--- config.mk ---
export PLATFORM = sky130hd
export DESIGN_NAME = bullet_controller_flat
export DESIGN_NICKNAME = d
export VERILOG_FILES = /design/src/rtl/bullet_controller_if.sv /design/src/rtl/bullet_controller.sv /design/src/flat_wrapper.sv
export SDC_FILE = /design/constraint.sdc
export NUM_CORES = 1
export LEC_CHECK = 0
export ABC_AREA = 0
export ABC_CLOCK_PERIOD_IN_PS = 4200
export CAP_MARGIN = 20
export CORE_ASPECT_RATIO = 0.6
export CORE_MARGIN = 2
export CORE_UTILIZATION = 30
export CTS_BUF_LIST = sky130_fd_sc_hd__clkbuf_4 sky130_fd_sc_hd__clkbuf_8
export DETAILED_ROUTE_END_ITERATION = 7
export PLACE_DENSITY = 0.58
export SYNTH_ARGS = -nofsm -noshare
export SYNTH_HDL_FRONTEND = slang
export SYNTH_SLANG_ARGS = --single-unit
export TNS_END_PERCENT = 100
--- constraint.sdc ---
create_clock -name Master_Clock_In -period 4.2 [get_ports Master_Clock_In]
set_input_delay 1.05 -clock Master_Clock_In [delete_from_list [all_inputs] [get_ports Master_Clock_In]]
set_output_delay 1.05 -clock Master_Clock_In [all_outputs]
set_load 0.02 [all_outputs]
--- src/rtl/bullet_controller_if.sv ---
// Control handshake between the game logic and one bullet controller: fire request/ack,
// frame tick, hit pulse, and the bullet's live position/state.
interface bullet_controller_if;
  logic       Frame_Tick_In;
  logic       Fire_In;
  logic [9:0] Fire_X_In;
  logic [9:0] Fire_Y_In;
  logic [1:0] Direction_In;
  logic       Hit_In;
  logic       Fire_Ack_Out;
  logic       Active_Out;
  logic [9:0] Bullet_X_Out;
  logic [9:0] Bullet_Y_Out;

  modport master (
    output Frame_Tick_In, Fire_In, Fire_X_In, Fire_Y_In, Direction_In, Hit_In,
    input  Fire_Ack_Out, Active_Out, Bullet_X_Out, Bullet_Y_Out
  );

  modport slave (
    input  Frame_Tick_In, Fire_In, Fire_X_In, Fire_Y_In, Direction_In, Hit_In,
    output Fire_Ack_Out, Active_Out, Bullet_X_Out, Bullet_Y_Out
  );
endinterface

--- src/rtl/bullet_controller.sv ---
// Single-bullet controller: fire/fly/kill FSM stepping once per frame, plus a 3-stage
// render pipeline that addresses the sprite ROM and composites over the background.
module bullet_controller #(
  parameter int unsigned SPRITE_SIZE = 10,
  parameter int unsigned SCREEN_W    = 640,
  parameter int unsigned SCREEN_H    = 480,
  parameter int unsigned SPEED       = 4,
  parameter logic [11:0] KEY_COLOUR  = 12'hFFF
) (
  input  logic                        Master_Clock_In,
  input  logic                        Reset_In,
  bullet_controller_if.slave          ctrl,
  input  logic [9:0]                  xInput,
  input  logic [9:0]                  yInput,
  input  logic [11:0]                 Background_In,
  output logic [9:0]                  Sprite_X_Out,
  output logic [9:0]                  Sprite_Y_Out,
  input  logic [11:0]                 Sprite_Colour_In,
  output logic [11:0]                 ColourData
);

  localparam logic [11:0] LIM_X = 12'(SCREEN_W - SPRITE_SIZE);
  localparam logic [11:0] LIM_Y = 12'(SCREEN_H - SPRITE_SIZE);
  localparam logic [11:0] STEP  = 12'(SPEED);
  localparam logic [10:0] SIZE  = 11'(SPRITE_SIZE);

  typedef enum logic {StIdle, StFlying} state_e;

  state_e      r_state, w_state_next;
  logic [9:0]  r_bx, r_by, w_bx_next, w_by_next;
  logic [1:0]  r_dir, w_dir_next;
  logic        r_ack, w_ack_next;
  logic [11:0] w_step_x, w_step_y;

  // 12-bit step: an underflow wraps to a huge value, so one upper-bound test covers both edges.
  always_comb begin
    w_step_x = {2'b00, r_bx};
    w_step_y = {2'b00, r_by};
    unique case (r_dir)
      2'b00: w_step_y = {2'b00, r_by} - STEP;
      2'b01: w_step_y = {2'b00, r_by} + STEP;
      2'b10: w_step_x = {2'b00, r_bx} - STEP;
      2'b11: w_step_x = {2'b00, r_bx} + STEP;
      default: ;
    endcase
  end

  always_comb begin
    w_state_next = r_state;
    w_bx_next    = r_bx;
    w_by_next    = r_by;
    w_dir_next   = r_dir;
    w_ack_next   = 1'b0;
    unique case (r_state)
      StIdle: begin
        if (ctrl.Fire_In) begin
          w_bx_next    = ({2'b00, ctrl.Fire_X_In} > LIM_X) ? LIM_X[9:0] : ctrl.Fire_X_In;
          w_by_next    = ({2'b00, ctrl.Fire_Y_In} > LIM_Y) ? LIM_Y[9:0] : ctrl.Fire_Y_In;
          w_dir_next   = ctrl.Direction_In;
          w_ack_next   = 1'b1;
          w_state_next = StFlying;
        end
      end
      StFlying: begin
        if (ctrl.Hit_In) begin
          w_state_next = StIdle;
        end else if (ctrl.Frame_Tick_In) begin
          if (w_step_x > LIM_X || w_step_y > LIM_Y) begin
            w_state_next = StIdle;
          end else begin
            w_bx_next = w_step_x[9:0];
            w_by_next = w_step_y[9:0];
          end
        end
      end
      default: w_state_next = StIdle;
    endcase
  end

  always_ff @(posedge Master_Clock_In or posedge Reset_In) begin
    if (Reset_In) begin
      r_state <= StIdle;
      r_bx    <= '0;
      r_by    <= '0;
      r_dir   <= 2'b00;
      r_ack   <= 1'b0;
    end else begin
      r_state <= w_state_next;
      r_bx    <= w_bx_next;
      r_by    <= w_by_next;
      r_dir   <= w_dir_next;
      r_ack   <= w_ack_next;
    end
  end

  assign ctrl.Fire_Ack_Out = r_ack;
  assign ctrl.Active_Out   = (r_state == StFlying);
  assign ctrl.Bullet_X_Out = r_bx;
  assign ctrl.Bullet_Y_Out = r_by;

  // Render pipeline: S1 hit-test and ROM address, S2 waits on ROM, S3 composite.
  logic [10:0] w_x11, w_y11, w_bx11, w_by11;
  logic        w_inside;
  logic        r_in1, r_in2;
  logic [11:0] r_bg1, r_bg2, r_colour;
  logic [9:0]  r_sx, r_sy;

  assign w_x11  = {1'b0, xInput};
  assign w_y11  = {1'b0, yInput};
  assign w_bx11 = {1'b0, r_bx};
  assign w_by11 = {1'b0, r_by};
  assign w_inside = ctrl.Active_Out
                  && (w_x11 >= w_bx11) && (w_x11 < w_bx11 + SIZE)
                  && (w_y11 >= w_by11) && (w_y11 < w_by11 + SIZE);

  always_ff @(posedge Master_Clock_In or posedge Reset_In) begin
    if (Reset_In) begin
      r_in1    <= 1'b0;
      r_in2    <= 1'b0;
      r_sx     <= '0;
      r_sy     <= '0;
      r_bg1    <= '0;
      r_bg2    <= '0;
      r_colour <= '0;
    end else begin
      r_in1    <= w_inside;
      r_sx     <= w_inside ? (xInput - r_bx) : 10'd0;
      r_sy     <= w_inside ? (yInput - r_by) : 10'd0;
      r_bg1    <= Background_In;
      r_in2    <= r_in1;
      r_bg2    <= r_bg1;
      r_colour <= (r_in2 && (Sprite_Colour_In != KEY_COLOUR)) ? Sprite_Colour_In : r_bg2;
    end
  end

  assign Sprite_X_Out = r_sx;
  assign Sprite_Y_Out = r_sy;
  assign ColourData   = r_colour;

endmodule

--- src/flat_wrapper.sv ---
// flat-port wrapper written by rule: the top's interface ports become plain ports
module bullet_controller_flat 
#(
  parameter int unsigned SPRITE_SIZE = 10,
  parameter int unsigned SCREEN_W    = 640,
  parameter int unsigned SCREEN_H    = 480,
  parameter int unsigned SPEED       = 4,
  parameter logic [11:0] KEY_COLOUR  = 12'hFFF
)
  (Master_Clock_In, Reset_In, xInput, yInput, Background_In, Sprite_X_Out, Sprite_Y_Out, Sprite_Colour_In, ColourData, ctrl_Frame_Tick_In, ctrl_Fire_In, ctrl_Fire_X_In, ctrl_Fire_Y_In, ctrl_Direction_In, ctrl_Hit_In, ctrl_Fire_Ack_Out, ctrl_Active_Out, ctrl_Bullet_X_Out, ctrl_Bullet_Y_Out);
  bullet_controller_if ctrl_i ();
  input  logic Master_Clock_In;
  input  logic Reset_In;
  input  logic [9:0] xInput;
  input  logic [9:0] yInput;
  input  logic [11:0] Background_In;
  output logic [9:0] Sprite_X_Out;
  output logic [9:0] Sprite_Y_Out;
  input  logic [11:0] Sprite_Colour_In;
  output logic [11:0] ColourData;
  input wire logic [$bits(ctrl_i.Frame_Tick_In)-1:0] ctrl_Frame_Tick_In;
  input wire logic [$bits(ctrl_i.Fire_In)-1:0] ctrl_Fire_In;
  input wire logic [$bits(ctrl_i.Fire_X_In)-1:0] ctrl_Fire_X_In;
  input wire logic [$bits(ctrl_i.Fire_Y_In)-1:0] ctrl_Fire_Y_In;
  input wire logic [$bits(ctrl_i.Direction_In)-1:0] ctrl_Direction_In;
  input wire logic [$bits(ctrl_i.Hit_In)-1:0] ctrl_Hit_In;
  output wire logic [$bits(ctrl_i.Fire_Ack_Out)-1:0] ctrl_Fire_Ack_Out;
  output wire logic [$bits(ctrl_i.Active_Out)-1:0] ctrl_Active_Out;
  output wire logic [$bits(ctrl_i.Bullet_X_Out)-1:0] ctrl_Bullet_X_Out;
  output wire logic [$bits(ctrl_i.Bullet_Y_Out)-1:0] ctrl_Bullet_Y_Out;
  assign ctrl_i.Frame_Tick_In = ctrl_Frame_Tick_In;
  assign ctrl_i.Fire_In = ctrl_Fire_In;
  assign ctrl_i.Fire_X_In = ctrl_Fire_X_In;
  assign ctrl_i.Fire_Y_In = ctrl_Fire_Y_In;
  assign ctrl_i.Direction_In = ctrl_Direction_In;
  assign ctrl_i.Hit_In = ctrl_Hit_In;
  assign ctrl_Fire_Ack_Out = ctrl_i.Fire_Ack_Out;
  assign ctrl_Active_Out = ctrl_i.Active_Out;
  assign ctrl_Bullet_X_Out = ctrl_i.Bullet_X_Out;
  assign ctrl_Bullet_Y_Out = ctrl_i.Bullet_Y_Out;
  bullet_controller #(.SPRITE_SIZE(SPRITE_SIZE), .SCREEN_W(SCREEN_W), .SCREEN_H(SCREEN_H), .SPEED(SPEED), .KEY_COLOUR(KEY_COLOUR)) u_core (.Master_Clock_In(Master_Clock_In), .Reset_In(Reset_In), .ctrl(ctrl_i), .xInput(xInput), .yInput(yInput), .Background_In(Background_In), .Sprite_X_Out(Sprite_X_Out), .Sprite_Y_Out(Sprite_Y_Out), .Sprite_Colour_In(Sprite_Colour_In), .ColourData(ColourData));
endmodule
; ---- Yosys cells after proc, flatten, opt, wreduce, memory -nomap -nowiden
; Cells that the tools add are included.
[totals]
register_bits = 82
output_inout_bits = 54
[classes]
bitwise = 1
eq_ne = 8
addsub = 8
order_cmp = 8
reduce_logical = 9
n_mux = 23
[ops]
columns = operator, n
row1 = $mux W10, 12
row2 = $pmux W12 S2, 2
row3 = $pmux W10 S2, 2
row4 = $add A10 B3 Y11 const B, 2
row5 = $add A10 B4 Y11 const B, 2
row6 = $lt A10 B11 Y1, 2
row7 = $sub A10 B3 Y11 const B, 2
row8 = $ge A10 B10 Y1, 2
row9 = $sub A10 B10 Y10, 2
row10 = $gt A12 B10 Y1 const B, 1
row11 = $gt A12 B9 Y1 const B, 1
row12 = $mux W12, 1
row13 = $ne A12 B12 Y1 const B, 1
row14 = $gt A10 B10 Y1 const B, 1
row15 = $gt A10 B9 Y1 const B, 1
row16 = $ne A2 B2 Y1 const B, 4
row17 = $logic_and A1 B1 Y1, 5
row18 = $mux W1, 5
row19 = $eq A2 B2 Y1 const B, 2
row20 = $reduce_and A4 Y1, 1
row21 = $eq A2 B1 Y1 const B, 1
row22 = $logic_not A2 Y1, 1
row23 = $pmux W1 S2, 1
row24 = $reduce_and A2 Y1, 1
row25 = other kinds (2), 2

; ---- Longest topological paths before layout
[depth]
depth_word = 8
mapped_depth = 15

; ---- Worst setup path after synthesis
; No wires, ideal clock.
[synth_path]
path_type = input -> register
start = in xInput[0]
end = reg u_core.r_sx[7] (netlist: u_core.Sprite_X_Out[7])
required_ns = 4.062
n_path_buf = 1
path_slack_ns = 0.609
setup_time_ns = 0.138
arrival_ns = 3.454
cell_stages = 12
path_cell_list = inv_1 ha_1 inv_1 fa_1 a21o_1 a21oi_1 o21bai_1 a2111oi_0 o21ai_0 a211oi_1 clkbuf_1 nor4b_1
[synth_between]
elab_chain_cells = 6
word_cells_on_any_way = 8
cone_classes = add/sub: 1 / order compare: 2 / mux: 1 / reduce/logical: 4
[synth_rtl]
columns = element, line_no
row1 = start: declaration, flat_wrapper.sv:14  ; input logic [9:0] xInput;
row2 = $ge A10 B10 Y1, bullet_controller.sv:113  ; && (w_x11 >= w_bx11) && (w_x11 < w_bx11 + SIZE)
row3 = $logic_and A1 B1 Y1 (2 in a row), bullet_controller.sv:113
row4 = $logic_and A1 B1 Y1 (2 in a row), bullet_controller.sv:114  ; && (w_y11 >= w_by11) && (w_y11 < w_by11 + SIZE);
row5 = $mux W10 *, bullet_controller.sv:127  ; r_sx <= w_inside ? (xInput - r_bx) : 10'd0;
row6 = end signal: assignment, bullet_controller.sv:127
row7 = end: declaration, bullet_controller.sv:106  ; logic [9:0] r_sx, r_sy;
; Every way passes the cells marked *; elsewhere a longest branch is shown, timed or not.
; A chain may end at the register's enable or synchronous reset.

; ---- Worst setup path in the final report
[layout_path]
start = in xInput[0]
end = reg u_core.r_sy[9] (netlist: u_core.Sprite_Y_Out[9])
[layout_between]
elab_chain_cells = 6
word_cells_on_any_way = 7
cone_classes = order compare: 2 / mux: 1 / reduce/logical: 4
[layout_rtl]
columns = element, line_no
row1 = $ge A10 B10 Y1, bullet_controller.sv:113
row2 = $logic_and A1 B1 Y1, bullet_controller.sv:113
row3 = $logic_and A1 B1 Y1 *, bullet_controller.sv:113
row4 = $logic_and A1 B1 Y1 * (2 in a row), bullet_controller.sv:114
row5 = $mux W10 *, bullet_controller.sv:128  ; r_sy <= w_inside ? (yInput - r_by) : 10'd0;
row6 = end signal: assignment, bullet_controller.sv:128
row7 = end: declaration, bullet_controller.sv:106
; Marked as above.

==> results.txt <==
Most numerous cell on the critical path - inv_1
Vias - 4633
Flops & latches, synth - 82
Slew Limit Headroom - 56.2%
WHS Path Cells - 0
Worst Path Max Fanout - 21
Final-report hold violation count - 0
# Post-CTS Setup Buffers - 0
Hold path endpoint - u_core.r_bg2[10]
Final setup violating endpoints - 0
Ys Warns - 0
Mapped Avg Cell Area - 9.85 um2
Worst path arrival time - 4.02 ns
Pins Over Slew Limit - 0
Core area - 17200 um2
Die H - 107 um
Num Clock Sinks - 82
DRC errors left - 0
RSZ-0062 raised after global routing - no
Slowest CP cell - a2111oi_0
CP Launch Type - input pin
Fmax - 264 MHz
Vias in the first global route - 4656
First-pass GRT wire length - 25100 um
Setup Crit Path Kind - input pin to flop
Hold Buf Count CTS - 0
Minimum clock period - 3.79 ns
Final Net Count - 776
Cells along the critical path - clkdlybuf4s50_1 -> inv_1 -> ha_1 -> inv_1 -> fa_1 -> a21o_1 -> a21oi_1 -> o21bai_1 -> a2111oi_0 -> o21ai_0 -> a211oi_2 -> buf_12 -> nor4_1
Tot Pwr - 4.57 mW
Worst r2r src - u_core.ctrl.Bullet_Y_Out[2]
Flop-to-flop setup slack - 0.83 ns
Max Buffers Root-to-Sink - 2
Setup TNS - 0 ns
Detailed Routing Iterations Pass 1 - 6
Total gr overflow - 0
CP endpoint kind - flop
Largest net degree at the start of global routing - 83
Period utilization - 90.1%
Clk Latency, worst-skew pair - 0.37 ns
Placer Congestion - 0.858
Initial Utilization - 30.8%
Clock root buffer - clkbuf_8
Crit-path max cell delay - 0.54 ns
Pleak - 2.91 nW
Synthesized Nets - 657
Synthesized cell area - 5300 um2
Clock-pin slew on the worst setup and hold paths - 0.09 ns
Worst r2r path cells - 10
Unique masters post-synth - 64
Skew final - 0.0141 ns
Chip width - 176 um
Io pins - 125
FFs w/ async S/R, synth - 100%
H-Tree Depth - 3
Num CTS Buffers - 9
Antenna Nets Post-Route - 0
Layout cells sized above 1 - 7.55%
Worst slew pin tran - 0.652 ns
CTS tree - built
Status - finished clean
Pwr/cell area - 652 nW/um2
Post-cts resize count - 0
Drt total wl - 15800 um
Max cap viols - 0
Via density - 5.17
Peak supply drop - 212 uV
RR Endpoint - u_core.ctrl.Bullet_Y_Out[7]
Cells after synthesis - 538
Hold Crit Class - flop to flop
WL per Instance - 17.6 um
Synth Flop Type - dfrtp_1
1st-iter DRT viols - 242
Die area - 18800 um2
Synthesis-to-finish area growth - 32.3%
Hpwl dp - 12700 um
N_diodes - 0
Initial antenna violation count - 0
Count of flip-flops with a built-in enable after synthesis - 0
Placed Cells - 880
Gr usage total - 17.2%
Post-synthesis sequential area ratio - 38.7%
Input/output buffers - 124
Min-delay src - u_core.r_bg1[10]
Row count - 37
Required time worst endpoint - 4.43 ns
Cell Count, Final, Fillers Out - 896
cell usage after synthesis, drive strengths merged, types with 12 or more instances:
| cell type | count | area, um2 |
|---|---|---|
| xnor2 | 31 | 272 |
| nor4 | 21 | 131 |
| nand4 | 14 | 87.6 |
| a21oi | 28 | 151 |
| o21ai | 27 | 135 |
| ha | 46 | 576 |
| nand2 | 28 | 105 |
| mux2i | 12 | 120 |
| inv | 36 | 135 |
| dfrtp | 82 | 2050 |
| clkbuf | 18 | 67.6 |
| mux2 | 15 | 169 |
| nor2 | 26 | 97.6 |
| nor3 | 12 | 60.1 |
area by class of cell:
type | count | area, um2
Clock buffer | 9 | 124
Tap cell | 234 | 293
Sequential cell | 82 | 2050
Clock inverter | 7 | 76.3
Timing Repair Buffer | 131 | 1320
Multi-Input combinational cell | 393 | 3000
Inverter | 40 | 151
Fill cell | 1693 | 10200
worst max-delay path, delay by kind of cell:
| family | cells | cell delay [ns] |
|---|---|---|
| AO/OA/AOI/OAI | 6 | 1.61 |
| adder cells (fa/ha/maj) | 2 | 0.57 |
| buffers and inverters | 4 | 0.71 |
| AND/OR/NAND/NOR | 1 | 0.07 |
sequential cells by signal, summed over array words and instances, names as in the netlist, 2 cells and up:
register	flops
u_core.ColourData	12
u_core.r_bg2	12
u_core.Sprite_Y_Out	10
u_core.r_dir	2
u_core.r_bg1	12
u_core.Sprite_X_Out	10
u_core.ctrl.Bullet_X_Out	10
u_core.ctrl.Bullet_Y_Out	10
routing by layer:
layer | track usage (%) | share of wire (%)
met1 | 26.4 | 52
met2 | 24.6 | 41
met3 | 3.83 | 6.0
met4 | 3.66 | 1.1
met5 | 0 | 0
worst max path at each step:
stage | from | to | slack (ns) | cells after the start
floorplan | xInput[0] | u_core.Sprite_X_Out[7] | 0.61 | 12
global placement | xInput[0] | u_core.Sprite_Y_Out[9] | 0.13 | 13
detailed placement | xInput[0] | u_core.Sprite_Y_Out[9] | 0.07 | 13
CTS | xInput[0] | u_core.Sprite_Y_Out[9] | 0.46 | 13
global route | xInput[0] | u_core.Sprite_Y_Out[9] | 0.26 | 13
finish | xInput[0] | u_core.Sprite_Y_Out[9] | 0.41 | 13
stage by stage:
step | hold slack [ns] | util, % | area [um2] | worst slack (ns)
final | 0.347 | 40.7 | 7010 | 0.414
after global routing | 0.358 | 40.7 | 7010 | 0.264
after CTS | 0.350 | 40.7 | 7010 | 0.457
after detailed placement | 0.338 | 39.6 | 6810 | 0.0749
after global placement | 0.333 | 39.6 | 6810 | 0.131
after floorplan | 0.331 | - | 5300 | 0.609
power breakdown:
group / internal (mW) / switching, mW
clock network: 0.279 / 0.314
registers: 0.939 / 0.309
logic: 1.20 / 1.53
total: 2.42 / 2.16
layout by cell type (no fill, tap or decap), types with 5 or more instances in the layout:
cell type / Yosys / layout
clkdlybuf4s50_1: 0 / 124
dfrtp_1: 82 / 82
ha_1: 46 / 46
inv_1: 36 / 35
xnor2_1: 31 / 31
nand2_1: 28 / 28
o21ai_0: 27 / 27
a21oi_1: 27 / 27
nor2_1: 26 / 26
nor4_1: 21 / 21
mux2_2: 15 / 15
nand4_1: 14 / 14
nor3_1: 12 / 12
mux2i_1: 12 / 12
nand3_1: 10 / 10
or3_1: 10 / 10
o31ai_1: 10 / 10
clkbuf_8: 0 / 9
xor2_1: 8 / 8
a21o_1: 8 / 8
o21bai_1: 6 / 6
nand2b_1: 5 / 5
buf_4: 0 / 5
logic make-up after synthesis:
| kind of cell | Yosys count | synth area share, % |
|---|---|---|
| AO/OA/AOI/OAI | 121 | 16.3 |
| XOR/XNOR | 39 | 6.44 |
| adder cells (fa/ha/maj) | 48 | 11.6 |
| buffers and inverters | 63 | 4.82 |
| flip-flops | 82 | 38.7 |
| multiplexers | 27 | 5.45 |
| AND/OR/NAND/NOR | 158 | 16.6 |
(Power assumes the default switching activity.)
